[config.mk]
export PLATFORM = sky130hd
export DESIGN_NAME = mem_byte_access_unit
export DESIGN_NICKNAME = d
export VERILOG_FILES = /design/src/rtl/mem_byte_access_unit.sv
export SDC_FILE = /design/constraint.sdc
export NUM_CORES = 1
export LEC_CHECK = 0
export BUFFER_PORTS_ARGS = -buffer_cell sky130_fd_sc_hd__buf_2
export CORE_ASPECT_RATIO = 1.5
export CORE_MARGIN = 1
export CORE_UTILIZATION = 54
export CTS_BUF_LIST = sky130_fd_sc_hd__clkbuf_8
export CTS_CLUSTER_DIAMETER = 150
export CTS_CLUSTER_SIZE = 20
export DETAILED_ROUTE_END_ITERATION = 8
export MAX_ROUTING_LAYER = met4
export PLACE_DENSITY = 0.82
export SETUP_SLACK_MARGIN = 0.4
export SKIP_CTS_REPAIR_TIMING = 1
export SLEW_MARGIN = 40
export SYNTH_ARGS = -nofsm -noshare
export SYNTH_HDL_FRONTEND = slang
export SYNTH_SLANG_ARGS = --single-unit
export TNS_END_PERCENT = 50
[constraint.sdc]
create_clock -name clk -period 2.6 [get_ports clk]
set_input_delay 0.26 -clock clk [delete_from_list [all_inputs] [get_ports clk]]
set_output_delay 0.26 -clock clk [all_outputs]
set_load 0.02 [all_outputs]
[src/rtl/mem_byte_access_unit.sv]
// Memory-stage byte sequencer: a 16-bit big-endian load/store becomes a HI then a LO byte cycle.
// Optional feature macro: ACCESS_CHECK_EN (reject odd or out-of-range addresses via rsp_err_o).
module mem_byte_access_unit #(
   parameter int unsigned MEM_BYTES = 100,
   parameter int unsigned BYTE_WAIT = 0
) (
   input  logic        clk,
   input  logic        rst,
   input  logic        req_valid_i,
   input  logic        req_write_i,
   input  logic [15:0] req_addr_i,
   input  logic [15:0] req_wdata_i,
   output logic        ready_o,
   output logic        busy_o,
   output logic        rsp_valid_o,
   output logic [15:0] rsp_rdata_o,
   output logic        rsp_err_o,
   output logic [15:0] mem_addr_o,
   output logic [7:0]  mem_wdata_o,
   output logic        mem_we_o,
   input  logic [7:0]  mem_rdata_i
);

   typedef enum logic [1:0] {IDLE, HI, LO, RESP} state_t;

   localparam logic [3:0] WAIT_LOAD = 4'(BYTE_WAIT);

   if (BYTE_WAIT > 15) begin : g_bad_byte_wait
      $error("BYTE_WAIT must be in 0..15");
   end
   if (MEM_BYTES < 2 || MEM_BYTES > 65536) begin : g_bad_mem_bytes
      $error("MEM_BYTES must be in 2..65536");
   end

   state_t      state_q, state_d;
   logic [3:0]  wcnt_q, wcnt_d;
   logic [15:0] addr_q, addr_d;
   logic [15:0] wdata_q, wdata_d;
   logic        write_q, write_d;
   logic [7:0]  rhi_q, rhi_d;
   logic [15:0] rdata_q, rdata_d;
   logic        accept;

`ifdef ACCESS_CHECK_EN
   logic        err_q, err_d;
   logic [16:0] addr_end;
   logic        req_err;

   // 17-bit sum so that addr 0xFFFF cannot wrap below the limit
   assign addr_end  = {1'b0, req_addr_i} + 17'd1;
   assign req_err   = req_addr_i[0] | (addr_end >= 17'(MEM_BYTES));
   assign rsp_err_o = err_q;
`else
   assign rsp_err_o = 1'b0;
`endif

   assign ready_o     = (state_q == IDLE) | (state_q == RESP);
   assign busy_o      = (state_q == HI) | (state_q == LO);
   assign rsp_valid_o = (state_q == RESP);
   assign rsp_rdata_o = rdata_q;
   assign accept      = ready_o & req_valid_i;

   always_comb begin
      state_d = state_q;
      wcnt_d  = wcnt_q;
      addr_d  = addr_q;
      wdata_d = wdata_q;
      write_d = write_q;
      rhi_d   = rhi_q;
      rdata_d = rdata_q;
`ifdef ACCESS_CHECK_EN
      err_d   = err_q;
`endif
      case (state_q)
         HI: begin
            if (wcnt_q != 4'd0) begin
               wcnt_d = wcnt_q - 4'd1;
            end else begin
               if (!write_q) rhi_d = mem_rdata_i;
               wcnt_d  = WAIT_LOAD;
               state_d = LO;
            end
         end
         LO: begin
            if (wcnt_q != 4'd0) begin
               wcnt_d = wcnt_q - 4'd1;
            end else begin
               // response data is only updated here, so it holds until the next response
               rdata_d = write_q ? 16'h0000 : {rhi_q, mem_rdata_i};
`ifdef ACCESS_CHECK_EN
               err_d   = 1'b0;
`endif
               state_d = RESP;
            end
         end
         RESP:    state_d = IDLE;
         default: state_d = state_q;
      endcase

      if (accept) begin
         addr_d  = req_addr_i;
         wdata_d = req_wdata_i;
         write_d = req_write_i;
         wcnt_d  = WAIT_LOAD;
         state_d = HI;
`ifdef ACCESS_CHECK_EN
         if (req_err) begin
            err_d   = 1'b1;
            rdata_d = 16'h0000;
            state_d = RESP;
         end
`endif
      end
   end

   always_ff @(posedge clk or negedge rst) begin
      if (!rst) begin
         state_q <= IDLE;
         wcnt_q  <= 4'd0;
         addr_q  <= 16'h0000;
         wdata_q <= 16'h0000;
         write_q <= 1'b0;
         rhi_q   <= 8'h00;
         rdata_q <= 16'h0000;
`ifdef ACCESS_CHECK_EN
         err_q   <= 1'b0;
`endif
      end else begin
         state_q <= state_d;
         wcnt_q  <= wcnt_d;
         addr_q  <= addr_d;
         wdata_q <= wdata_d;
         write_q <= write_d;
         rhi_q   <= rhi_d;
         rdata_q <= rdata_d;
`ifdef ACCESS_CHECK_EN
         err_q   <= err_d;
`endif
      end
   end

   // Memory strobes decode from state only, so an async reset drops mem_we_o at once
   always_comb begin
      mem_addr_o  = 16'h0000;
      mem_wdata_o = 8'h00;
      mem_we_o    = 1'b0;
      case (state_q)
         HI: begin
            mem_addr_o  = addr_q;
            mem_wdata_o = write_q ? wdata_q[15:8] : 8'h00;
            mem_we_o    = write_q;
         end
         LO: begin
            mem_addr_o  = addr_q + 16'd1;
            mem_wdata_o = write_q ? wdata_q[7:0] : 8'h00;
            mem_we_o    = write_q;
         end
         default: begin
            mem_addr_o  = 16'h0000;
            mem_wdata_o = 8'h00;
            mem_we_o    = 1'b0;
         end
      endcase
   end

endmodule
==> qor.txt <==
SYNTH
--------------------------------------------------------------------------------------
Number of flip-flops and latches in the synthesized netlist .............           63
Post-synthesis cell count ...............................................          314
Synthesized netlist net count ...........................................          366
Netlist Area Pre-Place .................................................. 0.00325 mm^2
Count of warnings emitted by yosys ......................................            0
Number of unique standard cell types used by synthesis ..................           39
Proportion of synthesized chip area in sequential cells .................        48.5%
Async set-reset flop share out of synthesis .............................         100%
Average cell area after synthesis .......................................    10.3 um^2
Dominant register cell in the synthesized netlist ....................... sky130_fd_sc_hd__dfrtp_1
Number of enable-type register cells in the synthesized netlist .........            0

GRT
--------------------------------------------------------------------------------------
Maximum number of pins on one net before global-route repair ............           64
Antenna violations before repair ........................................            0
Number of global-route vias before repair ...............................         2659
Most heavily used metal layer in global routing .........................         met2
Met2 usage in global routing ............................................        43.2%
Fraction of met3 tracks used by global routing ..........................        4.72%
Total routing resource utilization after global routing .................        25.1%
Global-route congestion overflow total ..................................            0
GR Util met1 ............................................................        27.5%
First-pass GRT wire length ..............................................     11800 um

DETAILED ROUTING
--------------------------------------------------------------------------------------
Count of nets left with antenna violations after detail routing .........            0
Routed wirelength normalized by instance count ..........................      15.5 um
DRT iter0 DRCs ..........................................................          100
Drt pass-1 iters ........................................................            5
Avg Vias per Cell .......................................................         5.59
Final routed DRC violation total ........................................            0
Vias post-DR ............................................................         2745
Total Wirelength ........................................................      7600 um

WORST SETUP PATH
--------------------------------------------------------------------------------------
Required @ worst endpoint ...............................................      2.34 ns
Delay of the slowest cell on the worst path .............................      0.48 ns
Critical Path Sink Type ................................................. primary output
Category of the worst setup path launch point ...........................    flip-flop
Slowest stage cell on the critical path ................................. sky130_fd_sc_hd__or4_4
R2R setup slack .........................................................      0.57 ns
Depth of the most critical reg-to-reg path ..............................            9
Launch point of the worst reg-to-reg path ...............................   state_q[0]
CP max FO ...............................................................            6
Crit path kind ..........................................................   reg -> out
Cell class contributing the biggest share of worst-path delay ........... simple AND/OR/NAND/NOR gates
Data arrival time of the critical path ..................................      2.05 ns
Worst path cell trace ................................................... nand4_1 > or4_4 > or3_1 > o21ai_0 > buf_2
Reg-to-reg endpoint .....................................................    wcnt_q[0]
Startpoint of the worst setup timing path ...............................    addr_q[8]
Total buffers and inverters traversed by the critical path ..............            1

TIMING
--------------------------------------------------------------------------------------
Slew at the pin closest to its max-slew limit ...........................     0.571 ns
Worst relative slew slack ...............................................        61.9%
Fin crit period .........................................................      2.31 ns
Period utilisation layout ...............................................        88.8%
Peak Freq ...............................................................      433 MHz
Final number of hold-violating endpoints ................................           12
Setup Total Neg Slack ...................................................         0 ns
Final setup vio count ...................................................            0
Post-Route Skew .........................................................   0.00772 ns
Hold slack final ........................................................   -0.0135 ns
Slew Limit Fails ........................................................            0
Worst path setup slack after routing ....................................     0.290 ns
Setup repair after global routing missed its margin .....................          yes

POWER AND IR DROP
--------------------------------------------------------------------------------------
Peak ir drop on the vdd network .........................................       900 uV
Power density over the cells ............................................ 1480 mW/mm^2
Total Power Consumption .................................................      6.30 mW
Leakage .................................................................      1.97 nW

PLACE
--------------------------------------------------------------------------------------
Setup WS pre-CTS ........................................................     0.320 ns
Instance area at placement .............................................. 0.00377 mm^2
Placed wire-length estimate .............................................      4920 um
Buffers added on ports ..................................................           87
Placed Cells ............................................................          465
Gp weighted congestion ..................................................        0.955

DIE
--------------------------------------------------------------------------------------
Count of pins on the block boundary .....................................           89
Placeable core region ................................................... 0.00579 mm^2
Initial Util ............................................................        56.2%
Number of standard-cell rows in the floorplan ...........................           34
Die boundary height .....................................................      97.0 um
Die ar. ................................................................. 0.00634 mm^2
Width of the chip .......................................................      65.3 um

STATUS
--------------------------------------------------------------------------------------
Failing checks .......................................................... negative hold slack
Run status .............................................................. finished, violations left

FINAL LAYOUT
--------------------------------------------------------------------------------------
Post-route standard cell area excluding fillers ......................... 0.00424 mm^2
Final non-filler cell total .............................................          491
Growth of design area from synthesis to finish ..........................        30.6%
Total Nets Final ........................................................          466
Fraction of final layout cells sized beyond drive strength 1 ............        47.3%
Filler cell count in the final layout ...................................          409
Fin util ................................................................        73.3%
Count of inserted antenna diode cells ...................................            0

CTS
--------------------------------------------------------------------------------------
Total number of clock tree sinks ........................................           63
Max Root-Sink Buffers ...................................................            2
Clock slew at the register clock pins of the worst setup and hold paths .      0.07 ns
Clock buffer count from CTS .............................................            9
H-tree Lvls .............................................................            3
Clock insertion delay at the later pin of the skew report ...............      0.34 ns
Clock tree from TritonCTS ...............................................         done
Root Buffer Master ...................................................... sky130_fd_sc_hd__clkbuf_8

FLOW RUN
--------------------------------------------------------------------------------------
Number of violations of the max-capacitance limit .......................            0

HOLD PATH
--------------------------------------------------------------------------------------
Class of the worst hold path ............................................  in -> async

-- layout make-up --
class,instances,area [um^2],area share (%)
sequential,63,1590,37.5
tap,72,90.1,2.12
clock inverter,6,92.6,2.18
multi-input combinational,224,1650,38.8
timing repair buffer,106,644,15.2
clock buffer,10,138,3.24
inverter,10,41.3,0.973
-- layer usage --
layer  part of all wire, %  wire (um)
met1                    40       3070
met2                    54       4110
met3                   3.2        246
met4                   2.3        178
met5                     0          0
-- how the worst max path moves through the flow --
| stage | endpoint | slack [ns] | depth (start not counted) |
|---|---|---|---|
| global route | mem_addr_o[15] | 0.21 | 5 |
| detailed placement | mem_addr_o[14] | 0.32 | 7 |
| global placement | mem_addr_o[14] | 0.43 | 7 |
| finish | mem_addr_o[15] | 0.29 | 5 |
| CTS | mem_addr_o[14] | -0.06 | 7 |
| floorplan | mem_addr_o[14] | 0.37 | 7 |
-- cells in the mapped netlist (8+ instances only) --
library cell / n / area [um^2]
sky130_fd_sc_hd__inv_1: 10 / 37.5
sky130_fd_sc_hd__o21ai_0: 28 / 140
sky130_fd_sc_hd__dfrtp_1: 63 / 1580
sky130_fd_sc_hd__clkbuf_1: 12 / 45.0
sky130_fd_sc_hd__mux2_2: 42 / 473
sky130_fd_sc_hd__nand2b_1: 18 / 113
sky130_fd_sc_hd__nand3_1: 8 / 40.0
sky130_fd_sc_hd__nor2_1: 16 / 60.1
sky130_fd_sc_hd__a22oi_1: 12 / 90.1
sky130_fd_sc_hd__ha_1: 8 / 100
sky130_fd_sc_hd__a21oi_1: 10 / 50.1
sky130_fd_sc_hd__nand2_1: 33 / 124
-- state kept, by name, summed over array words and instances, names as in the netlist --
register     cells
wdata_q         16
wcnt_q           4
rhi_q            8
write_q          1
addr_q          16
state_q          2
rsp_rdata_o     16
-- cells by family (layout without fill, tap and decap cells) --
kind of cell	Yosys count	in the layout	synth area share, %
simple gates	98	98	15.4
other cells	1	1	0.115
buf+inv	27	132	3.73
compound gates	69	69	12.9
fa+ha+maj	8	8	3.08
xor+xnor	5	5	1.35
flops	63	63	48.5
mux	43	43	14.9
-- report_power, final --
part           leakage (nW)  internal, mW  switching (mW)
Sequential            0.753          1.48           0.449
Combinational          1.11          1.57            1.82
Clock                 0.109         0.571           0.400
-- placed cells by master, fill, tap and decap left out, types with 3 or more instances in the layout --
cell type                    instances
sky130_fd_sc_hd__nor3_1              3
sky130_fd_sc_hd__a21oi_1            10
sky130_fd_sc_hd__a31oi_1             4
sky130_fd_sc_hd__clkinvlp_4          3
sky130_fd_sc_hd__nand2b_1           17
sky130_fd_sc_hd__nand4_1             3
sky130_fd_sc_hd__buf_6               3
sky130_fd_sc_hd__a22oi_1            12
sky130_fd_sc_hd__buf_4              18
sky130_fd_sc_hd__xnor2_1             4
sky130_fd_sc_hd__o31ai_1             3
sky130_fd_sc_hd__nor2_1             15
sky130_fd_sc_hd__a31oi_2             3
sky130_fd_sc_hd__dfrtp_1            51
sky130_fd_sc_hd__o22ai_1             3
sky130_fd_sc_hd__clkbuf_8           10
sky130_fd_sc_hd__o21ai_0            27
sky130_fd_sc_hd__a22o_1              3
sky130_fd_sc_hd__nand3_1             8
sky130_fd_sc_hd__ha_1                6
sky130_fd_sc_hd__and3_1              3
sky130_fd_sc_hd__dfrtp_2            12
sky130_fd_sc_hd__inv_1               8
sky130_fd_sc_hd__buf_2              82
sky130_fd_sc_hd__mux2_2             42
sky130_fd_sc_hd__nand2_1            30
Note: power is estimated with default switching activity, not from simulation.
